--- config.mk ---
export PLATFORM = sky130hd
export DESIGN_NAME = if_stage_flat
export DESIGN_NICKNAME = d
export VERILOG_FILES = /design/src/rtl/rv_pkg.sv /design/src/rtl/if_stage_if.sv /design/src/rtl/fetch_buf.sv /design/src/rtl/if_stage.sv /design/src/flat_wrapper.sv
export SDC_FILE = /design/constraint.sdc
export NUM_CORES = 1
export LEC_CHECK = 0
export BUFFER_PORTS_ARGS = -buffer_cell sky130_fd_sc_hd__buf_2
export CAP_MARGIN = 20
export CORE_AREA = 2 2 193 195
export DETAILED_ROUTE_END_ITERATION = 10
export DIE_AREA = 0 0 195 197
export REMOVE_ABC_BUFFERS = 1
export SKIP_LAST_GASP = 1
export SLEW_MARGIN = 20
export SYNTH_ARGS = -nofsm -noshare
export SYNTH_HDL_FRONTEND = slang
export SYNTH_SLANG_ARGS = --single-unit
--- constraint.sdc ---
create_clock -name clk -period 4.85 [get_ports clk]
set_clock_uncertainty 0.15 [all_clocks]
set_input_delay 0.97 -clock clk [delete_from_list [all_inputs] [get_ports clk]]
set_output_delay 0.97 -clock clk [all_outputs]
set_load 0.1 [all_outputs]
--- src/rtl/rv_pkg.sv ---
// Shared RISC-V core constants: datapath width, reset PC, canonical NOP and the base opcodes
// that the main decoder matches on instr[6:0].
package rv_pkg;
  localparam int          XLEN         = 32;
  localparam logic [31:0] RESET_PC_DEF = 32'h0000_0000;
  localparam logic [31:0] NOP_INSTR    = 32'h0000_0013;  // addi x0, x0, 0

  typedef enum logic [6:0] {
    OPC_R    = 7'b0110011,
    OPC_I    = 7'b0010011,
    OPC_LOAD = 7'b0000011,
    OPC_S    = 7'b0100011,
    OPC_B    = 7'b1100011,
    OPC_U    = 7'b0110111,
    OPC_J    = 7'b1101111
  } opcode_e;
endpackage

--- src/rtl/if_stage_if.sv ---
// Instruction-memory fetch channel: valid/ready request, in-order response with no backpressure.
interface if_stage_if #(parameter int XLEN = rv_pkg::XLEN);
  logic            imem_req_valid;
  logic            imem_req_ready;
  logic [XLEN-1:0] imem_req_addr;
  logic            imem_rsp_valid;
  logic [31:0]     imem_rsp_data;

  modport master (
    output imem_req_valid, imem_req_addr,
    input  imem_req_ready, imem_rsp_valid, imem_rsp_data
  );

  modport slave (
    input  imem_req_valid, imem_req_addr,
    output imem_req_ready, imem_rsp_valid, imem_rsp_data
  );
endinterface

--- src/rtl/fetch_buf.sv ---
// Synchronous FIFO of fetched {instr, pc} entries; head visible combinationally, zero added latency.
// Flush empties it in one cycle and wins over push/pop; caller must never push when full.
module fetch_buf #(
  parameter int DEPTH = 2,
  parameter int W     = 64,
  localparam int CW   = $clog2(DEPTH) + 1
) (
  input  logic          clk,
  input  logic          rst,
  input  logic          flush,
  input  logic          push,
  input  logic [W-1:0]  push_dat,
  input  logic          pop,
  output logic [W-1:0]  head_dat,
  output logic [CW-1:0] count,
  output logic          empty
);
  localparam int AW = $clog2(DEPTH);

  logic [W-1:0]  mem [DEPTH];
  logic [AW-1:0] rd_ptr, wr_ptr;

  assign head_dat = mem[rd_ptr];
  assign empty    = (count == '0);

  always_ff @(posedge clk) begin
    if (rst || flush) begin
      rd_ptr <= '0;
      wr_ptr <= '0;
      count  <= '0;
    end else begin
      if (push) wr_ptr <= wr_ptr + 1'b1;
      if (pop)  rd_ptr <= rd_ptr + 1'b1;
      count <= count + CW'(push) - CW'(pop);
    end
  end

  always_ff @(posedge clk) begin
    if (push) mem[wr_ptr] <= push_dat;
  end
endmodule

--- src/rtl/if_stage.sv ---
// Fetch stage + IF/ID register: 1 cycle from imem_rsp_valid to id_valid; stall holds IF/ID and
// throttles requests once in-flight plus buffered reaches BUF_DEPTH. IF_PERF_CNT_EN adds a bubble counter.
module if_stage
  import rv_pkg::*;
#(
  parameter int              XLEN      = rv_pkg::XLEN,
  parameter logic [XLEN-1:0] RESET_PC  = XLEN'(RESET_PC_DEF),
  parameter int              BUF_DEPTH = 2
) (
  input  logic             clk,
  input  logic             rst,
  if_stage_if.master       imem,
  input  logic             redirect_valid,
  input  logic [XLEN-1:0]  redirect_pc,
  input  logic             stall,
  output logic             id_valid,
  output logic [31:0]      id_instr,
  output logic [XLEN-1:0]  id_pc,
  output logic [XLEN-1:0]  id_pc_plus4
`ifdef IF_PERF_CNT_EN
  , output logic [31:0]    perf_bubble_cnt
`endif
);
  localparam int CW = $clog2(BUF_DEPTH) + 1;

  typedef struct packed {
    logic [31:0]     instr;
    logic [XLEN-1:0] pc;
  } fetch_ent_t;

  logic [XLEN-1:0] pc_q, rsp_pc_q, redir_pc;
  logic [CW-1:0]   outstanding_q, drop_cnt_q, buf_count;
  logic [CW:0]     occupancy;
  logic            buf_empty, accept, rsp_keep, bypass, push, pop;
  fetch_ent_t      rsp_ent, head_ent, load_ent;

  assign redir_pc  = redirect_pc & ~XLEN'(3);
  assign occupancy = {1'b0, outstanding_q} + {1'b0, buf_count};

  assign imem.imem_req_valid = !rst && (occupancy < (CW+1)'(BUF_DEPTH)) && !redirect_valid;
  assign imem.imem_req_addr  = pc_q;
  assign accept              = imem.imem_req_valid && imem.imem_req_ready;

  // Responses owed to a flushed stream are counted off by drop_cnt_q and never tagged.
  assign rsp_keep = imem.imem_rsp_valid && (drop_cnt_q == '0) && !redirect_valid;
  assign bypass   = rsp_keep && buf_empty && !stall;
  assign push     = rsp_keep && !bypass;
  assign pop      = !buf_empty && !stall && !redirect_valid;

  assign rsp_ent  = '{instr: imem.imem_rsp_data, pc: rsp_pc_q};
  assign load_ent = buf_empty ? rsp_ent : head_ent;

  fetch_buf #(
    .DEPTH (BUF_DEPTH),
    .W     ($bits(fetch_ent_t))
  ) u_fetch_buf (
    .clk      (clk),
    .rst      (rst),
    .flush    (redirect_valid),
    .push     (push),
    .push_dat (rsp_ent),
    .pop      (pop),
    .head_dat (head_ent),
    .count    (buf_count),
    .empty    (buf_empty)
  );

  always_ff @(posedge clk) begin
    if (rst) begin
      pc_q          <= RESET_PC;
      rsp_pc_q      <= RESET_PC;
      outstanding_q <= '0;
      drop_cnt_q    <= '0;
      id_valid      <= 1'b0;
      id_instr      <= NOP_INSTR;
      id_pc         <= '0;
      id_pc_plus4   <= '0;
    end else begin
      outstanding_q <= outstanding_q + CW'(accept) - CW'(imem.imem_rsp_valid);
      if (redirect_valid) begin
        pc_q       <= redir_pc;
        rsp_pc_q   <= redir_pc;
        drop_cnt_q <= outstanding_q - CW'(imem.imem_rsp_valid);
        id_valid   <= 1'b0;
        id_instr   <= NOP_INSTR;
      end else begin
        if (accept)   pc_q     <= pc_q + XLEN'(4);
        if (rsp_keep) rsp_pc_q <= rsp_pc_q + XLEN'(4);
        if (imem.imem_rsp_valid && (drop_cnt_q != '0)) drop_cnt_q <= drop_cnt_q - 1'b1;
        if (!stall) begin
          if (!buf_empty || bypass) begin
            id_valid    <= 1'b1;
            id_instr    <= load_ent.instr;
            id_pc       <= load_ent.pc;
            id_pc_plus4 <= load_ent.pc + XLEN'(4);
          end else begin
            id_valid <= 1'b0;
            id_instr <= NOP_INSTR;
          end
        end
      end
    end
  end

`ifdef IF_PERF_CNT_EN
  always_ff @(posedge clk) begin
    if (rst) begin
      perf_bubble_cnt <= '0;
    end else if (!stall && !redirect_valid && buf_empty && !bypass && (perf_bubble_cnt != '1)) begin
      perf_bubble_cnt <= perf_bubble_cnt + 32'd1;
    end
  end
`endif
endmodule

--- src/flat_wrapper.sv ---
// flat-port wrapper written by rule: the top's interface ports become plain ports
module if_stage_flat import rv_pkg::*;
#(
  parameter int              XLEN      = rv_pkg::XLEN,
  parameter logic [XLEN-1:0] RESET_PC  = XLEN'(RESET_PC_DEF),
  parameter int              BUF_DEPTH = 2
)
  (clk, rst, redirect_valid, redirect_pc, stall, id_valid, id_instr, id_pc, id_pc_plus4, imem_imem_req_valid, imem_imem_req_addr, imem_imem_req_ready, imem_imem_rsp_valid, imem_imem_rsp_data);
  if_stage_if #(.XLEN(XLEN)) imem_i ();
  input  logic clk;
  input  logic rst;
  input  logic redirect_valid;
  input  logic [XLEN-1:0] redirect_pc;
  input  logic stall;
  output logic id_valid;
  output logic [31:0] id_instr;
  output logic [XLEN-1:0] id_pc;
  output logic [XLEN-1:0] id_pc_plus4;
  output wire logic [$bits(imem_i.imem_req_valid)-1:0] imem_imem_req_valid;
  output wire logic [$bits(imem_i.imem_req_addr)-1:0] imem_imem_req_addr;
  input wire logic [$bits(imem_i.imem_req_ready)-1:0] imem_imem_req_ready;
  input wire logic [$bits(imem_i.imem_rsp_valid)-1:0] imem_imem_rsp_valid;
  input wire logic [$bits(imem_i.imem_rsp_data)-1:0] imem_imem_rsp_data;
  assign imem_imem_req_valid = imem_i.imem_req_valid;
  assign imem_imem_req_addr = imem_i.imem_req_addr;
  assign imem_i.imem_req_ready = imem_imem_req_ready;
  assign imem_i.imem_rsp_valid = imem_imem_rsp_valid;
  assign imem_i.imem_rsp_data = imem_imem_rsp_data;
  if_stage #(.XLEN(XLEN), .RESET_PC(RESET_PC), .BUF_DEPTH(BUF_DEPTH)) u_core (.clk(clk), .rst(rst), .imem(imem_i), .redirect_valid(redirect_valid), .redirect_pc(redirect_pc), .stall(stall), .id_valid(id_valid), .id_instr(id_instr), .id_pc(id_pc), .id_pc_plus4(id_pc_plus4));
endmodule
==> metrics.yaml <==
status: "completed"
fin_util: 0.412
start_util: 0.348
cts_made_buffers: 31
cts_resized: 0
fmax_mhz: 234
drc: 0
max-slew-margin-rel: 0.291
critPathKind: "reg2out"
synth-edff-count: 124
layout_worst_path_cycle_share: 0.882
holdWs_ns: 0.301
yosysMostFrequentCell: "nor2_1"
cp-start-kind: "register"
crit_fanout: 10
arrival_ns: 3.16
dp_hpwl_mm: 22.4
cts_sinks: 286
dieWidth_um: 195
syn2layout_area_growth_pct: 18.4
fp.dieH_um: 197
finalHoldViolations: 0
ctsHtreeMaxLevel: 1
hp-start: "u_core.id_pc[30]"
worst_path_max_delay_cell: "nor4_1"
ant_nets: 0
rsz0062_at_grt: "no"
avgSynthCellArea_um2: 10.3
path_cells: "buf_4, fa_1, nor4_1, buf_2"
yosysTopAreaCellShare: 0.295
yosys_most_used_dff: "dfxtp_1"
routed_via_density: 5.22
io_pins: 200
wirelength_mm: 32.8
ys_seq_area_frac: 0.552
gp_congestion: 0.888
finalMaxSlewViolations: 0
grt_max_degree: 58
drive_gt1_frac: 0.208
grt_first_pass_wirelength_mm: 51.5
r2r_setup_slack_ns: 1.16
synth_cell_types: 73
synthTopCellsByCount: "196 x nor2_1, 162 x dfxtp_1, 124 x edfxtp_1"
overflow: 0
diodes: 0
first_pass_iters: 5
post-place-ws_ns: 1.21
async_reset_ff_frac: 0
worst_pin_slew_ns: 1.06
track_usage: 0.167
rows: 70
hold_path.class: "reg2reg"
timing.rr.start: "u_core.u_fetch_buf.count[1]"
clkSlewWorstSetupHoldPaths_ns: 0.06
endpoint_kind: "output port"
postLayoutSetupSlackWorst_ns: 0.574
maxCapViolCount: 0
reg2reg_to: "u_core.imem.imem_req_addr[23]"
tritoncts: "built"
cts_root_buf: "clkbuf_16"
final_nets: 1471
drtIter0Drc: 621
holdBufCountCts: 0
min_path_cells: 2
port_buffers: 191
yosys-top-cells-area: "edfxtp_1 30%, dfxtp_1 26%, nor2_1 5.8%"
setup_tns_ns: 0
cts_setup_buffers: 0
hold_end: "u_core.id_pc[30]"
required_ns: 3.73
ys_ff_latch: 286
syn_inst: 1228
reg2regPathDepth: 9
max_stage_delay_ns: 0.79
cts_buffer_depth: 3
dieArea_um2: 38400
wire_per_inst_um: 17.4
powerDensity_nw_per_um2: 382
grt_pass1_vias: 9235
p_leak_uw: 0.00549
p_total_uw: 5700
yosysTopAreaCell: "edfxtp_1"
core-area_um2: 36300
num_vias: 9840
synth-warning-count: 0
antenna_found_initial: 0
clock_latency_ns: 0.54
final-setup-viol-count: 0
ir_drop_mv: 0.262
synthesis.area_um2: 12600
fin_crit_ns: 4.28
[through the flow]
step | cells | instance area, µm²
2_1_floorplan | 1150 | 12200
3_3_place_gp | 1827 | 13900
3_5_place_dp | 1827 | 13900
4_1_cts | 1884 | 14900
5_1_grt | 1884 | 14900
6_report | 1884 | 14900
[state kept, by name (all words and copies together), names as in the netlist, named ones only]
register	count
u_core.drop_cnt_q	2
u_core.u_fetch_buf.mem	124
u_core.outstanding_q	2
u_core.rsp_pc_q	30
u_core.imem.imem_req_addr	30
u_core.id_pc	30
u_core.id_instr	32
u_core.u_fetch_buf.count	2
u_core.id_valid	1
u_core.u_fetch_buf.rd_ptr	1
u_core.u_fetch_buf.wr_ptr	1
u_core.id_pc_plus4	30
[worst max path at each step]
stage                                     start                       endpoint  slack (ns)  cells after the start
finish              u_core.u_fetch_buf.count[1]            imem_imem_req_valid        0.57                      4
global route        u_core.u_fetch_buf.count[1]            imem_imem_req_valid        0.50                      4
CTS                 u_core.u_fetch_buf.count[1]            imem_imem_req_valid        0.62                      4
detailed placement  u_core.u_fetch_buf.count[1]            imem_imem_req_valid        1.21                      4
global placement                            rst            imem_imem_req_valid        1.21                      3
floorplan           u_core.u_fetch_buf.count[0]  u_core.imem.imem_req_addr[23]       -1.92                      8
[placed cells by master, fill, tap and decap left out, types with 22 or more instances in the layout]
cell type,count
dfxtp_1,161
nor2_1,194
nand3_1,39
o21ai_0,34
buf_2,190
nand2_1,70
clkbuf_16,32
a21oi_1,102
xnor2_1,22
nor3_1,32
mux2i_1,62
xor2_1,27
a211oi_1,50
edfxtp_1,124
[power breakdown]
group / switching, µW / total (µW) / internal [µW]
Sequential: 77.0 / 2670 / 2600
Clock: 937 / 2280 / 1340
Combinational: 582 / 753 / 171
Total: 1600 / 5700 / 4110
[worst max-delay path, delay by kind of cell, from the launching register on]
family	cells	cell delay [ns]
DFF	1	0.58
buffers and inverters	2	0.81
adders and majority gates	1	0.43
and+or+nand+nor	1	0.79
[kinds of logic after synthesis]
logic type / synth area share
other: 0.000297
buffers and inverters: 0.0361
adders and majority gates: 0.00952
DFF: 0.552
xor gates and xnor gates: 0.0340
AOI/OAI and AO/OA: 0.144
and+or+nand+nor: 0.162
muxes: 0.0619
[routing by layer]
metal  part of all wire  vias to the layer above  GRT usage
met3              0.055                       42     0.0228
li1                   -                     4816          -
met5                  0                        -          0
met2               0.44                      292      0.264
met1               0.48                     4690      0.242
met4              0.019                        0     0.0421
[area by class of cell]
cell class                 instances  area (µm²)
tap                              468         586
sequential                       286        6970
timing repair buffer             209        1090
clock inverter                    11        88.8
clock buffer                      46         905
multi-input combinational        851        5240
inverter                          13        48.8
fill                            3582       21300
Power figures use the tool's default switching activity.
